### src/rtl/lane_status_scanner.sv
// lane_status_scanner: snapshots a lane vector and streams asserted lane indices, then reports group popcounts
// Ports: clk, rst_n (sync, active-low); lanes_i capture source; sample_i capture request;
// out_valid/out_ready/out_idx/out_group index stream; cnt_lo/cnt_hi group popcounts;
// done end-of-scan pulse; busy scan in progress; overrun saturating ignored-request count.
// Optional LANE_SCAN_MASK_EN adds mask_i, clearing masked lanes at capture.
module lane_status_scanner #(
    parameter int WIDTH = 16,
    parameter int SPLIT = 10,
    localparam int IW = $clog2(WIDTH),
    localparam int CW = $clog2(WIDTH + 1)
) (
    input  logic             clk,
    input  logic             rst_n,
    input  logic [WIDTH-1:0] lanes_i,
`ifdef LANE_SCAN_MASK_EN
    input  logic [WIDTH-1:0] mask_i,
`endif
    input  logic             sample_i,
    output logic             out_valid,
    input  logic             out_ready,
    output logic [IW-1:0]    out_idx,
    output logic             out_group,
    output logic [CW-1:0]    cnt_lo,
    output logic [CW-1:0]    cnt_hi,
    output logic             done,
    output logic             busy,
    output logic [7:0]       overrun
);
    typedef enum logic [1:0] {IDLE, SCAN, DONE} state_t;
    state_t state;
    logic [WIDTH-1:0] snap, cap, rest;
    logic [CW-1:0] pc_lo, pc_hi;
`ifdef LANE_SCAN_MASK_EN
    assign cap = lanes_i & ~mask_i;
`else
    assign cap = lanes_i;
`endif
    // snap holds only the lanes not yet reported; rest drops the one being reported now
    assign rest = snap & (snap - WIDTH'(1));
    assign out_group = int'(out_idx) >= SPLIT;
    always_comb begin
        out_idx = '0;
        for (int i = WIDTH - 1; i >= 0; i--)
            if (snap[i]) out_idx = IW'(i);
    end
    always_comb begin
        pc_lo = '0;
        pc_hi = '0;
        for (int i = 0; i < WIDTH; i++)
            if (i < SPLIT) pc_lo = pc_lo + CW'(cap[i]);
            else pc_hi = pc_hi + CW'(cap[i]);
    end
    always_ff @(posedge clk) begin
        if (!rst_n) begin
            state     <= IDLE;
            snap      <= '0;
            out_valid <= 1'b0;
            cnt_lo    <= '0;
            cnt_hi    <= '0;
            done      <= 1'b0;
            busy      <= 1'b0;
            overrun   <= '0;
        end else begin
            done <= 1'b0;
            if (state != IDLE && sample_i && overrun != 8'hFF) overrun <= overrun + 8'd1;
            case (state)
                IDLE: if (sample_i) begin
                    snap      <= cap;
                    cnt_lo    <= pc_lo;
                    cnt_hi    <= pc_hi;
                    busy      <= 1'b1;
                    out_valid <= cap != '0;
                    done      <= cap == '0;
                    state     <= cap != '0 ? SCAN : DONE;
                end
                SCAN: if (out_ready) begin
                    snap <= rest;
                    if (rest == '0) begin
                        out_valid <= 1'b0;
                        done      <= 1'b1;
                        state     <= DONE;
                    end
                end
                DONE: begin
                    busy  <= 1'b0;
                    state <= IDLE;
                end
                default: state <= IDLE;
            endcase
        end
    end
endmodule

### config.mk
export PLATFORM = sky130hd
export DESIGN_NAME = lane_status_scanner
export DESIGN_NICKNAME = d
export VERILOG_FILES = /design/src/rtl/lane_status_scanner.sv
export SDC_FILE = /design/constraint.sdc
export NUM_CORES = 1
export LEC_CHECK = 0
export ABC_AREA = 1
export ABC_CLOCK_PERIOD_IN_PS = 4700
export CORE_MARGIN = 5
export CORE_UTILIZATION = 45
export DETAILED_ROUTE_END_ITERATION = 8
export GPL_ROUTABILITY_DRIVEN = 0
export GPL_TIMING_DRIVEN = 0
export PLACE_DENSITY = 0.71
export SETUP_SLACK_MARGIN = 0.4
export SLEW_MARGIN = 20
export SYNTH_ARGS = -nofsm -noshare
export SYNTH_HDL_FRONTEND = slang
export SYNTH_SLANG_ARGS = --single-unit
### constraint.sdc
create_clock -name clk -period 4.7 [get_ports clk]
set_input_delay 0.94 -clock clk [delete_from_list [all_inputs] [get_ports clk]]
set_output_delay 0.94 -clock clk [all_outputs]
set_load 0.05 [all_outputs]
==> flow_summary.toml <==
[floorplan]
std_cell_rows = 26
die_x_um = 82.30
core_area_sq_um = 5107
boundaryPins = 46
fp.dieH_um = 82.30
dieArea_sq_um = 6773
initial_core_util_pct = 46.06

[critical_path]
r2r-end = "overrun[6]$_SDFFE_PN0P_"
reg2reg_depth = 10
critical_path.startpoint_type = "input port"
r2r-start = "overrun[0]$_SDFFE_PN0P_"
path_max_fanout = 3
worst_path_most_repeated_cell = "fa_1"
crit_chain = "clkdlybuf4s50_1, fa_1, inv_1, fa_1, fa_1, inv_1, ha_1, inv_1, fa_1, xnor2_1, a21oi_1"
worst_ep_required_time_ns = 4.87
cp.arrival_ns = 3.82
max_stage_delay_ns = 0.55
critPathKind = "input port to flop"
endpoint_kind = "flop"
critPathSlowestCell = "fa_1"
regToRegSetupSlack_ns = 2.90

[sta]
rsz0062_at_grt = "no"
setup_tns_ns = 0
skew_ns = 0.004561
tightest_slew_ns = 0.5062
final.min_clock_period_ns = 3.648
post-route-period-util_pct = 77.61
fmax_mhz = 274.1
setup_violations = 0
max-slew-margin-rel_pct = 66.15
hold_viol = 0
slew_viol_final = 0
layout_setup_ws_ns = 1.052

[grt]
grt_pass1_wl_um = 9508
antenna_found_initial = 0
grt_pass1_vias = 2179
grt_usage_pct = 17.95
grt_max_degree = 12
grt-ovfl-total = 0

[layout]
antenna_cells = 0
fin_nets = 439
multiInputGateArea_sq_um = 1361
final-seq-area_sq_um = 720.7
postLayoutCoreUtil_pct = 58.26
area_delta_synth_final_pct = 26.49
drive_gt1_share_pct = 7.160
num-fill-cells = 489

[status]
status = "completed"

[synthesis]
synth.avg_cell_area_sq_um = 6.664
syn-cell-area_sq_um = 2352
synth.top_cells.by_area = "dfxtp_1, nand2_1, inv_1, fa_1, o21ai_0"
yosysSeqAreaShare_pct = 30.64
muxShareOfSynthArea_pct = 0
yosys.area_share.simple_pct = 30.48
ys_seq_elements = 36
synth-compound-area-share_pct = 14.95
yosys.area.top_type = "dfxtp_1"
synth_warnings = 0
synth_xor_area_share_pct = 1.117
synth_top_family_by_area = "simple AND/OR/NAND/NOR gates"
synth_top_area_share_pct = 30.64
syn_inst = 353
synth_adder_area_share_pct = 10.85
synthDistinctLibCells = 32

[hold_path]
whs_path_depth = 2
min_from = "overrun[4]$_SDFFE_PN0P_"
holdPathEnd = "overrun[4]$_SDFFE_PN0P_"
hp-class = "flop to flop"

[power_and_ir_drop]
switching_power_mw = 0.7360
pwr-share-clk_pct = 17.1
p_int_mw = 0.8122
p_leak_nw = 1.345
pwr-share-comb_pct = 54.5
power.density_nw_per_um2 = 520.3
power.share.sequential_pct = 28.4
netSwitchingFraction_pct = 47.54
peakVddDrop_mv = 0.3002

[route]
via_per_inst = 4.859
route.vias.total = 2308
routedWlPerCell_um = 11.94
routed_wirelength_um = 5673
drtPass1Iterations = 5
final_antenna_net_count = 0
drt_iter0_markers = 145
drc_errors = 0

[clock_tree]
path_clk_slew_ns = 0.07
clk_latency_ns = 0.28
cts_resized = 0
cts_setup_buffers = 0
cts_tree = "done"
ctsHoldBuffers = 0
cts.sinks = 36
clk_path_buf_depth = 2
htreeDepth = 2
numCtsBuffers = 5
root_buffer = "clkbuf_8"

[flow_run]
max_cap_violations = 0

[placed_design]
hpwl_um = 4583
pre_cts_slack_ns = 0.7276
io_buffers = 42
-- worst max-delay path by stage --
stage	from	end	cells past startpoint
after floorplan	lanes_i[0]	cnt_lo[2]$_SDFFE_PN0P_	10
after global placement	lanes_i[0]	cnt_lo[2]$_SDFFE_PN0P_	11
final	lanes_i[0]	cnt_lo[2]$_SDFFE_PN0P_	11
after global routing	lanes_i[0]	cnt_lo[2]$_SDFFE_PN0P_	11
after CTS	lanes_i[0]	cnt_lo[2]$_SDFFE_PN0P_	11
after detailed placement	lanes_i[0]	cnt_lo[2]$_SDFFE_PN0P_	11
-- critical path, delay by kind of cell --
kind,cells,cell delay (ns)
AOI/OAI and AO/OA,1,0.08
buffers and inverters,4,0.65
xor gates and xnor gates,1,0.14
adders and majority gates,5,2.01
-- layer usage --
metal / part of all wire (%) / up-vias / wire length [um] / GRT usage [%]
li1: - / 1221 / - / -
met1: 48 / 1025 / 2723 / 23.25
met2: 46 / 53 / 2595 / 28.93
met3: 4.7 / 9 / 266 / 4.555
met4: 1.6 / 0 / 88 / 6.146
met5: 0 / - / 0 / 0
-- cells by family after synthesis --
family | after synthesis
other | 1
AO/OA/AOI/OAI | 65
XOR/XNOR | 3
AND/OR/NAND/NOR | 163
flip-flops | 36
buffers and inverters | 70
adder cells (fa/ha/maj) | 15
-- synth_stat cells --
cell type	number
buf_4	3
nor3_1	8
clkbuf_1	4
a21oi_1	21
xor2_1	2
nand4_1	1
o211ai_1	1
ha_1	6
nand2_1	83
clkinv_1	1
dfxtp_1	36
nor2_1	33
buf_2	3
nand2_4	1
nor2_4	4
conb_1	1
inv_2	2
o21ai_0	25
inv_1	56
nor4_1	2
a21oi_2	1
or2_2	2
fa_1	9
o21ai_1	2
nand2_2	3
a31oi_1	14
buf_1	1
or2_1	1
nor2_2	3
xnor2_1	1
nand3_1	22
a211oi_1	1
-- area by class of cell --
cell class                 count  share of cell area, %
multi-input combinational    249                  45.75
sequential                    36                  24.22
timing repair buffer          42                  14.13
inverter                      59                  7.443
tap                           70                  2.944
clock buffer                   6                  2.439
buffer                        11                  1.892
clock inverter                 2                  1.177
-- stage by stage --
stage | hold WS (ns) | cell area, sq um | cells | power (mW)
3_3_place_gp | 0.4517 | 2868 | 467 | 1.281
5_1_grt | 0.4984 | 2975 | 475 | 1.669
3_5_place_dp | 0.4530 | 2868 | 467 | 1.290
6_report | 0.4637 | 2975 | 475 | 1.548
4_1_cts | 0.4675 | 2975 | 475 | 1.560
2_1_floorplan | 0.4931 | 2360 | 355 | 1.054
-- cell usage in the layout, fill, tap and decap left out, types with 3 or more instances in the layout --
cell type and instances:
nand2_1 83, inv_1 56, clkdlybuf4s50_1 42, dfxtp_1 36, nor2_1 33, o21ai_0 25
nand3_1 22, a21oi_1 21, a31oi_1 14, fa_1 9, nor3_1 8, ha_1 6
clkbuf_1 5, clkbuf_8 5, nor2_4 4, nor2_2 3, nand2_2 3, buf_2 3
buf_4 3, conb_1 3
-- power groups by stage --
stage	sequential, mW	clock (mW)	combinational [mW]
after floorplan	0.504	0	0.550
final	0.439	0.264	0.844
after global placement	0.444	0	0.836
after global routing	0.451	0.281	0.936
after detailed placement	0.444	0	0.846
after CTS	0.438	0.274	0.849
-- registers in the layout, indices dropped and copies added (netlist names) --
signal     cells
out_valid      1
overrun        8
cnt_hi         3
done           1
cnt_lo         4
busy           1
snap          16
state          2
Note: power is estimated with default switching activity, not from simulation.
